File: src/rtl/byte_unstuffer_pkg.sv
// Shared JPEG marker constants and unstuffer FSM state encoding.
package byte_unstuffer_pkg;

  localparam logic [7:0] MARKER_PFX = 8'hFF;
  localparam logic [7:0] STUFF_BYTE = 8'h00;
  localparam logic [7:0] RST_FIRST  = 8'hD0;
  localparam logic [7:0] RST_LAST   = 8'hD7;
  localparam logic [7:0] EOI_CODE   = 8'hD9;
  localparam logic [7:0] PAD_BYTE   = 8'hFF;

  typedef enum logic [1:0] {
    NORM    = 2'd0,
    SEEN_FF = 2'd1,
    DONE    = 2'd2
  } state_t;

  function automatic logic is_rst_marker(input logic [7:0] b);
    return (b >= RST_FIRST) && (b <= RST_LAST);
  endfunction

endpackage

File: src/rtl/word_packer.sv
// Big-endian byte-to-word assembly with 0xFF-padded flush; the held word leaves
// when take is raised, and a byte appended in that same cycle starts the next word.
module word_packer
  import byte_unstuffer_pkg::*;
#(
  parameter int W = 32
) (
  input  logic         clk,
  input  logic         rst,
  input  logic [7:0]   byte_dat,
  input  logic         append,
  input  logic         flush,
  input  logic         take,
  output logic [W-1:0] word_dat,
  output logic         full
);

  localparam int N  = W / 8;
  localparam int CW = $clog2(N + 1);

  logic [W-1:0]  asm_q, asm_d;
  logic [CW-1:0] cnt_q, cnt_d, base_cnt;

  always_comb begin
    base_cnt = take ? '0 : cnt_q;
    asm_d    = take ? '0 : asm_q;
    cnt_d    = base_cnt;
    if (append) begin
      for (int i = 0; i < N; i++) begin
        if (CW'(i) == base_cnt) asm_d[W-1-8*i -: 8] = byte_dat;
      end
      cnt_d = base_cnt + CW'(1);
    end
    // A flushed partial word is padded and marked full so it drains like any other word.
    if (flush && (base_cnt != '0)) begin
      for (int i = 0; i < N; i++) begin
        if (CW'(i) >= base_cnt) asm_d[W-1-8*i -: 8] = PAD_BYTE;
      end
      cnt_d = CW'(N);
    end
  end

  always_ff @(posedge clk) begin
    if (rst) begin
      asm_q <= '0;
      cnt_q <= '0;
    end else begin
      asm_q <= asm_d;
      cnt_q <= cnt_d;
    end
  end

  assign word_dat = asm_q;
  assign full     = (cnt_q == CW'(N));

endmodule

File: src/rtl/byte_unstuffer.sv
// JPEG scan byte unstuffer: strips 0xFF00 stuffing and fill bytes, flushes on markers,
// packs bytes into W-bit words with a single holding register on a valid/request handshake.
`ifndef IN_BUS_WIDTH
`define IN_BUS_WIDTH 32
`endif

module byte_unstuffer
  import byte_unstuffer_pkg::*;
#(
  parameter int W = `IN_BUS_WIDTH
) (
  input  logic         clk,
  input  logic         rst,
  input  logic [7:0]   byte_in,
  input  logic         byte_valid,
  output logic         byte_ready,
  output logic [W-1:0] data_out,
  output logic         valid_out,
  input  logic         request,
  output logic         marker_pulse,
  output logic [7:0]   marker_code,
  output logic         eoi,
  output logic         err
);

  state_t       state_q, state_d;
  logic         accept, append, flush, mark, set_eoi, set_err;
  logic [7:0]   app_byte;
  logic         full, take, consume, hold_vld;
  logic [W-1:0] hold_dat, word;

  assign consume    = hold_vld && request;
  assign take       = full && (!hold_vld || consume);
  assign byte_ready = (state_q != DONE) && !(full && !take);
  assign accept     = byte_valid && byte_ready;

  always_comb begin
    state_d  = state_q;
    append   = 1'b0;
    app_byte = byte_in;
    flush    = 1'b0;
    mark     = 1'b0;
    set_eoi  = 1'b0;
    set_err  = 1'b0;
    if (accept) begin
      case (state_q)
        NORM: begin
          if (byte_in == MARKER_PFX) state_d = SEEN_FF;
          else                       append  = 1'b1;
        end
        SEEN_FF: begin
          if (byte_in == STUFF_BYTE) begin
            append   = 1'b1;
            app_byte = MARKER_PFX;
            state_d  = NORM;
          end else if (byte_in == MARKER_PFX) begin
            state_d = SEEN_FF;
          end else begin
            mark  = 1'b1;
            flush = 1'b1;
            if (byte_in == EOI_CODE) begin
              set_eoi = 1'b1;
              state_d = DONE;
            end else begin
              set_err = !is_rst_marker(byte_in);
              state_d = NORM;
            end
          end
        end
        default: state_d = state_q;
      endcase
    end
  end

  word_packer #(.W(W)) u_packer (
    .clk      (clk),
    .rst      (rst),
    .byte_dat (app_byte),
    .append   (append),
    .flush    (flush),
    .take     (take),
    .word_dat (word),
    .full     (full)
  );

  always_ff @(posedge clk) begin
    if (rst) begin
      state_q      <= NORM;
      hold_vld     <= 1'b0;
      hold_dat     <= '0;
      marker_pulse <= 1'b0;
      marker_code  <= 8'h00;
      eoi          <= 1'b0;
      err          <= 1'b0;
    end else begin
      state_q      <= state_d;
      marker_pulse <= mark;
      if (mark)    marker_code <= byte_in;
      if (set_eoi) eoi <= 1'b1;
      if (set_err) err <= 1'b1;
      // Load has priority over consume so a drain and refill in one cycle leaves no bubble.
      if (take) begin
        hold_vld <= 1'b1;
        hold_dat <= word;
      end else if (consume) begin
        hold_vld <= 1'b0;
      end
    end
  end

  assign valid_out = hold_vld;
  assign data_out  = hold_dat;

endmodule

File: config.mk
export PLATFORM = sky130hd
export DESIGN_NAME = byte_unstuffer
export DESIGN_NICKNAME = d
export VERILOG_FILES = /design/src/rtl/byte_unstuffer_pkg.sv /design/src/rtl/word_packer.sv /design/src/rtl/byte_unstuffer.sv
export SDC_FILE = /design/constraint.sdc
export NUM_CORES = 1
export LEC_CHECK = 0
export ABC_CLOCK_PERIOD_IN_PS = 3000
export CAP_MARGIN = 5
export CORE_MARGIN = 2
export CORE_UTILIZATION = 50
export CTS_BUF_LIST = sky130_fd_sc_hd__clkbuf_16
export DETAILED_ROUTE_END_ITERATION = 10
export PLACE_DENSITY = 0.76
export SLEW_MARGIN = 5
export SYNTH_ARGS = -nofsm -noshare
export SYNTH_HDL_FRONTEND = slang
export SYNTH_HIERARCHICAL = 1
export SYNTH_SLANG_ARGS = --single-unit
File: constraint.sdc
create_clock -name clk -period 3 [get_ports clk]
set_clock_uncertainty 0.05 [all_clocks]
set_input_delay 0.75 -clock clk [delete_from_list [all_inputs] [get_ports clk]]
set_output_delay 0.75 -clock clk [all_outputs]
set_load 0.005 [all_outputs]
==> results of run 1 <==
## critical path: stages
cell	delay (ns)
clkdlybuf4s50_1	0.48
and3b_1	0.20
a21oi_1	0.13
clkdlybuf4s50_1	0.52
## what timing repair did
action / CTS / global route
endpoints found under the setup margin: 0 / 33
resized for setup: 0 / 3
endpoints found under the hold margin: 0 / 0
## kinds of logic (layout without fill, tap and decap cells)
family / after synthesis / after routing
XOR/XNOR: 3 / 3
buffers and inverters: 34 / 101
flip-flops: 81 / 81
AO/OA/AOI/OAI: 86 / 86
AND/OR/NAND/NOR: 147 / 147
multiplexers: 18 / 18
## final cells by class
cell class | instances | area [µm²] | area share (%)
Tap cell | 77 | 96.3 | 2.24
Clock buffer | 9 | 225 | 5.24
Timing Repair Buffer | 76 | 718 | 16.7
Sequential cell | 81 | 1620 | 37.8
Multi-Input combinational cell | 254 | 1510 | 35.2
Inverter | 9 | 33.8 | 0.787
Clock inverter | 7 | 85.1 | 1.98
## registers in the layout (all words and copies together) (netlist names)
name and cells:
data_out 32, eoi 1, err 1, marker_code 8
marker_pulse 1, state_q 2, u_packer/cnt_q 3, u_packer/word_dat 32
valid_out 1
## worst paths after layout
kind / start / end / cells after the start
min reg2reg: data_out[24]$_SDFFE_PP0P_ / data_out[24]$_SDFFE_PP0P_ / 2
min: data_out[24]$_SDFFE_PP0P_ / data_out[24]$_SDFFE_PP0P_ / 2
max: request / byte_ready / 4
max reg2reg: u_packer/cnt_q[1]$_SDFF_PP0_ / u_packer/word_dat[7]$_SDFF_PP0_ / 8
## per-stage QoR
| step | power (mW) | TNS (ns) | instances |
|---|---|---|---|
| final | 2.43 | 0 | 513 |
| after floorplan | 1.25 | 0 | 369 |
| after global routing | 2.50 | 0 | 513 |
| after detailed placement | 1.30 | -4.10 | 497 |
| after global placement | 1.30 | -2.29 | 497 |
| after CTS | 2.44 | 0 | 513 |
## report_power, final
part	switching [mW]	internal, mW	leakage, nW
logic	0.0893	0.0716	0.694
clock network	0.429	0.721	0.156
registers	0.0192	1.10	0.655
total	0.537	1.89	1.51
## layout by cell type (no fill, tap or decap), types with 7 or more instances in the layout
cell and instances:
nand3_1 11, inv_1 9, clkdlybuf4s50_1 55, a22o_1 8
mux2i_1 17, o2bb2ai_1 8, a31oi_1 7, a21oi_1 45
clkbuf_16 9, nand2_1 73, nand3b_1 8, nand2b_1 20
buf_4 19, dfxtp_1 80, o21ai_0 9
## per-layer routing
layer	wire (µm)	global-route usage (%)	vias to the layer above
li1	-	-	1399
met1	3580	27.8	1289
met2	3450	34.4	49
met5	0	0	-
met4	97	7.65	0
met3	277	4.86	6
==> impl_metrics.prom, run 1 <==
# TYPE chip_impl_metric gauge
chip_impl_metric{name="cts_max_level",unit=""} 3
chip_impl_metric{name="share_of_synthesized_cell_area_in_full_adder_half_adder_and_majority_cells",unit="%"} 0
chip_impl_metric{name="vias_in_the_first_global_route",unit=""} 2568
chip_impl_metric{name="drive_gt1_share",unit="%"} 11.0
chip_impl_metric{name="vdd.ir_drop.worst",unit="V"} 0.000379
chip_impl_info{name="setup_repair_after_global_routing_missed_its_margin",value="false"} 1
chip_impl_metric{name="synth-seq-cells",unit=""} 81
chip_impl_metric{name="cts.clk_slew.worst_paths",unit="ns"} 0.06
chip_impl_info{name="combinational_family_with_the_most_area_after_synthesis",value="simple AND/OR/NAND/NOR gates"} 1
chip_impl_info{name="synthMostInstantiatedCell",value="dfxtp_1"} 1
chip_impl_metric{name="syn-instance-count",unit=""} 369
chip_impl_metric{name="setup-violations-final",unit=""} 0
chip_impl_metric{name="max_slew_margin",unit="%"} 63.5
chip_impl_metric{name="synth_xor_xnor_area_share",unit="%"} 0.793
chip_impl_metric{name="std_cell_rows",unit=""} 29
chip_impl_metric{name="all_layer_gr_usage",unit="%"} 21.2
chip_impl_metric{name="bufs_on_longest_clock_path",unit=""} 2
chip_impl_info{name="synth.top_cells.by_area",value="dfxtp_1 49%, nand2_1 8.3%, a21oi_1 6.8%, mux2i_1 5.1%, nand2b_1 3.8%"} 1
chip_impl_metric{name="route.detailed.vias_per_inst",unit=""} 5.35
chip_impl_metric{name="period_share",unit="%"} 95.8
chip_impl_metric{name="ys_async_sr_fraction",unit="%"} 0
chip_impl_metric{name="maximum_frequency_from_static_timing_analysis",unit="GHz"} 0.348
chip_impl_metric{name="final_cell_area",unit="µm²"} 4290
chip_impl_metric{name="first_iter_violations",unit=""} 143
chip_impl_metric{name="yosys.area_share.simple",unit="%"} 22.5
chip_impl_metric{name="boundaryPins",unit=""} 57
chip_impl_info{name="root_buffer",value="clkbuf_16"} 1
chip_impl_info{name="hold_path_class",value="reg -> reg"} 1
chip_impl_metric{name="route.vias.total",unit=""} 2743
chip_impl_metric{name="worst_ep_required_time",unit="ns"} 2.20
chip_impl_info{name="synth_top_cells_by_count",value="81 x dfxtp_1, 73 x nand2_1, 45 x a21oi_1, 20 x nand2b_1, 17 x mux2i_1"} 1
chip_impl_metric{name="netlist-cell-type-count",unit=""} 47
chip_impl_metric{name="least_setup_slack_across_all_paths_after_layout",unit="ns"} 0.126
chip_impl_metric{name="post_drt_wl_per_cell",unit="µm"} 14.4
chip_impl_metric{name="placed_area",unit="µm²"} 3970
chip_impl_metric{name="cell_area_power_density",unit="nW/µm²"} 566
chip_impl_metric{name="post_synth_mux_area_share",unit="%"} 5.47
chip_impl_metric{name="overall_overflow_remaining_after_global_route",unit=""} 0
chip_impl_metric{name="synthToLayoutAreaGrowth",unit="%"} 29.6
chip_impl_metric{name="insertion_delay",unit="ns"} 0.33
chip_impl_info{name="synth_area_leader_cell",value="dfxtp_1"} 1
chip_impl_metric{name="gp_congestion",unit=""} 0.882
chip_impl_metric{name="final-max-slew-violation-count",unit=""} 0
chip_impl_metric{name="cp_data_arrival_time",unit="ns"} 2.07
chip_impl_metric{name="drv_cap",unit=""} 0
chip_impl_metric{name="initial_antenna_violation_count",unit=""} 0
chip_impl_metric{name="postCtsSetupBuffers",unit=""} 0
chip_impl_info{name="timing.critical_path.from_type",value="primary input"} 1
chip_impl_metric{name="finalCoreUtilization",unit="%"} 67.2
chip_impl_metric{name="dieHeight",unit="µm"} 85.4
chip_impl_metric{name="synth_edf_count",unit=""} 0
chip_impl_metric{name="post-dp-hpwl",unit="µm"} 4860
chip_impl_metric{name="cts-buffers-inserted",unit=""} 9
chip_impl_info{name="cts_tree",value="yes"} 1
chip_impl_metric{name="worst_hold_slack",unit="ns"} 0.403
chip_impl_metric{name="critical_path.max_fanout",unit=""} 2
chip_impl_metric{name="starting_density",unit="%"} 51.9
chip_impl_metric{name="yosys.area.top_type_share",unit="%"} 48.9
chip_impl_metric{name="die_width",unit="µm"} 85.4
chip_impl_metric{name="synth-seq-area-share",unit="%"} 48.9
chip_impl_metric{name="drt_drc_violations_left",unit=""} 0
chip_impl_metric{name="pin_count_of_the_biggest_net_entering_global_routing",unit=""} 35
chip_impl_metric{name="synth-compound-area-share",unit="%"} 16.4
chip_impl_metric{name="tightestPinTransition",unit="ns"} 0.548
chip_impl_metric{name="pre_cts_setup_slack",unit="ns"} -0.176
chip_impl_metric{name="area_of_the_core",unit="µm²"} 6390
chip_impl_metric{name="final.min_clock_period",unit="ns"} 2.87
chip_impl_metric{name="port_buffers",unit=""} 56
chip_impl_info{name="timing.setup.critical_path_class",value="in -> out"} 1
chip_impl_metric{name="detail_route.first_pass.iterations",unit=""} 4
chip_impl_metric{name="yosys_warnings",unit=""} 6
chip_impl_info{name="endpoint_type_of_the_worst_setup_path",value="output port"} 1
chip_impl_metric{name="synthesized_area_per_cell",unit="µm²"} 8.98
chip_impl_metric{name="final_routed_wirelength_across_all_metal_layers",unit="µm"} 7410
chip_impl_info{name="run_status",value="finished, final reports clean"} 1
chip_impl_metric{name="syn_area",unit="µm²"} 3310
chip_impl_metric{name="dieArea",unit="µm²"} 7300
chip_impl_metric{name="grt_pass1_wl",unit="µm"} 12200
chip_impl_metric{name="synthesis.nets",unit=""} 381
chip_impl_metric{name="worst-r2r-setup-slack",unit="ns"} 0.37
chip_impl_metric{name="n_fill_cell",unit=""} 519
chip_impl_info{name="post_synth_top_flop",value="dfxtp_1"} 1
chip_impl_metric{name="timing.final.hold_violations",unit=""} 0
chip_impl_metric{name="clock_sink_count",unit=""} 81
chip_impl_metric{name="leakagePower",unit="nW"} 1.51
chip_impl_metric{name="antenna-diode-count",unit=""} 0
chip_impl_metric{name="number_of_buffers_inserted_by_hold_repair_at_cts",unit=""} 0
chip_impl_metric{name="design.final.nets",unit=""} 443
chip_impl_metric{name="final_antenna_net_count",unit=""} 0
Note: power is estimated with default switching activity, not from simulation.
==> run 2, diff against run 1 <==
ABC_CLOCK_PERIOD_IN_PS = 3100   (was 3000)
clock period = 3.1 ns   (was 3 ns; I/O delays follow)
==> impl_metrics.prom, run 2 (synthesis gave the netlist of run 1 again) <==
# TYPE chip_impl_metric gauge
chip_impl_info{name="run_status",value="finished, final reports clean"} 1
chip_impl_metric{name="n_fill_cell",unit=""} 507
chip_impl_metric{name="critical_path.max_fanout",unit=""} 10
chip_impl_metric{name="p_int",unit="mW"} 1.83
chip_impl_metric{name="dieArea",unit="µm²"} 7300
chip_impl_metric{name="std_cell_rows",unit=""} 29
chip_impl_metric{name="area_of_the_core",unit="µm²"} 6390
chip_impl_metric{name="power_frac_seq",unit="%"} 46.1
chip_impl_metric{name="route.vias.total",unit=""} 2775
chip_impl_metric{name="post_drt_wl_per_cell",unit="µm"} 14.7
chip_impl_metric{name="grt_pass1_wl",unit="µm"} 12800
chip_impl_info{name="timing.setup.critical_path_class",value="reg -> out"} 1
chip_impl_metric{name="worst_ep_required_time",unit="ns"} 2.27
chip_impl_metric{name="cts-buffers-inserted",unit=""} 9
chip_impl_metric{name="leakagePower",unit="nW"} 1.50
chip_impl_metric{name="design.final.nets",unit=""} 444
chip_impl_info{name="timing.critical_path.from_type",value="flip-flop"} 1
chip_impl_info{name="hold_path.startpoint",value="data_out[7]$_SDFFE_PP0P_"} 1
chip_impl_metric{name="gp_congestion",unit=""} 0.867
chip_impl_info{name="endpoint_type_of_the_worst_setup_path",value="output port"} 1
chip_impl_info{name="timing_startpoint_of_the_critical_path",value="u_packer/cnt_q[0]$_SDFF_PP0_"} 1
chip_impl_metric{name="drv_cap",unit=""} 0
chip_impl_metric{name="pin_count_of_the_biggest_net_entering_global_routing",unit=""} 38
chip_impl_metric{name="cp_data_arrival_time",unit="ns"} 2.14
chip_impl_metric{name="bufs_on_longest_clock_path",unit=""} 2
chip_impl_metric{name="postCtsSetupBuffers",unit=""} 0
chip_impl_metric{name="final-max-slew-violation-count",unit=""} 0
chip_impl_metric{name="worst_hold_slack",unit="ns"} 0.401
chip_impl_info{name="root_buffer",value="clkbuf_16"} 1
chip_impl_metric{name="route.detailed.vias_per_inst",unit=""} 5.40
chip_impl_metric{name="timing.final.hold_violations",unit=""} 0
chip_impl_metric{name="period_share",unit="%"} 95.8
chip_impl_metric{name="final_routed_wirelength_across_all_metal_layers",unit="µm"} 7560
chip_impl_metric{name="vias_in_the_first_global_route",unit=""} 2715
chip_impl_metric{name="drive_gt1_share",unit="%"} 11.2
chip_impl_metric{name="port_buffers",unit=""} 56
chip_impl_metric{name="final_antenna_net_count",unit=""} 0
chip_impl_info{name="layout.cells.most_common_list",value="81 x dfxtp_1, 73 x nand2_1, 55 x clkdlybuf4s50_1"} 1
chip_impl_metric{name="overall_overflow_remaining_after_global_route",unit=""} 0
chip_impl_metric{name="dieHeight",unit="µm"} 85.4
chip_impl_metric{name="initial_antenna_violation_count",unit=""} 0
chip_impl_metric{name="detail_route.first_pass.iterations",unit=""} 4
chip_impl_metric{name="synthToLayoutAreaGrowth",unit="%"} 29.5
chip_impl_metric{name="clock_sink_count",unit=""} 81
chip_impl_metric{name="switching_power",unit="µW"} 518
chip_impl_metric{name="boundaryPins",unit=""} 57
chip_impl_info{name="setup_repair_after_global_routing_missed_its_margin",value="false"} 1
chip_impl_info{name="hold_path_class",value="reg -> reg"} 1
chip_impl_metric{name="final.min_clock_period",unit="ns"} 2.97
chip_impl_metric{name="cts_max_level",unit=""} 3
chip_impl_metric{name="drt_drc_violations_left",unit=""} 0
chip_impl_info{name="cts_tree",value="yes"} 1
chip_impl_info{name="final_common_cell",value="dfxtp_1"} 1
chip_impl_metric{name="cell_area_power_density",unit="nW/µm²"} 547
chip_impl_metric{name="all_layer_gr_usage",unit="%"} 22.1
chip_impl_metric{name="clockPowerShare",unit="%"} 47.2
chip_impl_metric{name="antenna-diode-count",unit=""} 0
chip_impl_metric{name="cts.clk_slew.worst_paths",unit="ns"} 0.06
chip_impl_metric{name="post-dp-hpwl",unit="µm"} 5070
chip_impl_metric{name="tightestPinTransition",unit="ns"} 0.503
chip_impl_metric{name="first_iter_violations",unit=""} 152
chip_impl_metric{name="combinationalPowerShare",unit="%"} 6.6
chip_impl_metric{name="finalCoreUtilization",unit="%"} 67.2
chip_impl_metric{name="die_width",unit="µm"} 85.4
chip_impl_metric{name="setup-violations-final",unit=""} 0
chip_impl_info{name="r2r_start",value="u_packer/cnt_q[0]$_SDFF_PP0_"} 1
chip_impl_metric{name="max_slew_margin",unit="%"} 66.4
chip_impl_metric{name="sw_frac_of_total",unit="%"} 22.1
chip_impl_metric{name="insertion_delay",unit="ns"} 0.34
chip_impl_metric{name="vdd.ir_drop.worst",unit="V"} 0.000374
chip_impl_metric{name="starting_density",unit="%"} 51.9
chip_impl_metric{name="maximum_frequency_from_static_timing_analysis",unit="GHz"} 0.337
==> run 2: changes by cell type in the layout (fill, tap and decap cells not counted), sizes merged <==
cell,previous run,this run
clkinvlp,0,1
buf,21,22
clkinv,3,2
==> run 2: routing by layer <==
layer,wire length [µm],GRT usage (%),up-vias
met5,0,0,-
met1,3360,28.0,1276
met2,3620,35.7,82
met4,206,12.1,0
li1,-,-,1396
met3,368,3.99,21
==> run 2: final timing paths <==
| check | depth (start not counted) | slack (ns) | end |
|---|---|---|---|
| worst max-delay path | 5 | 0.13 | byte_ready |
| worst min-delay path | 2 | 0.40 | data_out[7]$_SDFFE_PP0P_ |
| worst max register to register | 8 | 0.32 | u_packer/word_dat[7]$_SDFF_PP0_ |
| worst min register to register | 2 | 0.40 | data_out[7]$_SDFFE_PP0P_ |
==> run 2: critical path: stages, from the launching register on <==
cell	delay, ns
dfxtp_1	0.57
nor2_1	0.17
and2_1	0.23
and3b_1	0.19
a21oi_1	0.13
clkdlybuf4s50_1	0.51
==> run 2: cell type report <==
class / instances / area, µm² / share of cell area [%]
clock buffer: 9 / 225 / 5.25
clock inverter: 7 / 87.6 / 2.04
inverter: 9 / 33.8 / 0.787
multi-input combinational: 254 / 1520 / 35.3
sequential: 81 / 1620 / 37.8
tap: 77 / 96.3 / 2.24
timing repair buffer: 77 / 713 / 16.6
==> run 2: power groups by stage <==
stage                     clock, mW  sequential [mW]  combinational [mW]
after floorplan                   0             1.09               0.111
after detailed placement          0             1.10               0.153
after CTS                      1.12             1.08               0.155
after global routing           1.17             1.08               0.171
after global placement            0             1.10               0.149
final                          1.11             1.08               0.156
==> run 2: stage by stage <==
step           setup TNS, ns  power [mW]  setup WS, ns  cells  instance area, µm²
6_report                   0        2.35         0.131    514                4290
3_5_place_dp           -5.93        1.26        -0.327    498                3970
3_3_place_gp           -3.49        1.25        -0.204    498                3970
5_1_grt                    0        2.42        0.0288    514                4290
2_1_floorplan              0        1.20         0.493    369                3310
4_1_cts                    0        2.36         0.129    514                4280
==> run 2: timing repair <==
item / CTS / global route
endpoints found under the setup margin: 1 / 9
hold endpoints to repair: 0 / 0
gates resized for setup: 1 / 2
hold buffers: 0 / 0
==> run 3, diff against run 2 <==
GPL_TIMING_DRIVEN = 1   (was not set)
==> results of run 3 <==
The final DEF is identical to that of run 2; final timing and power are the same.
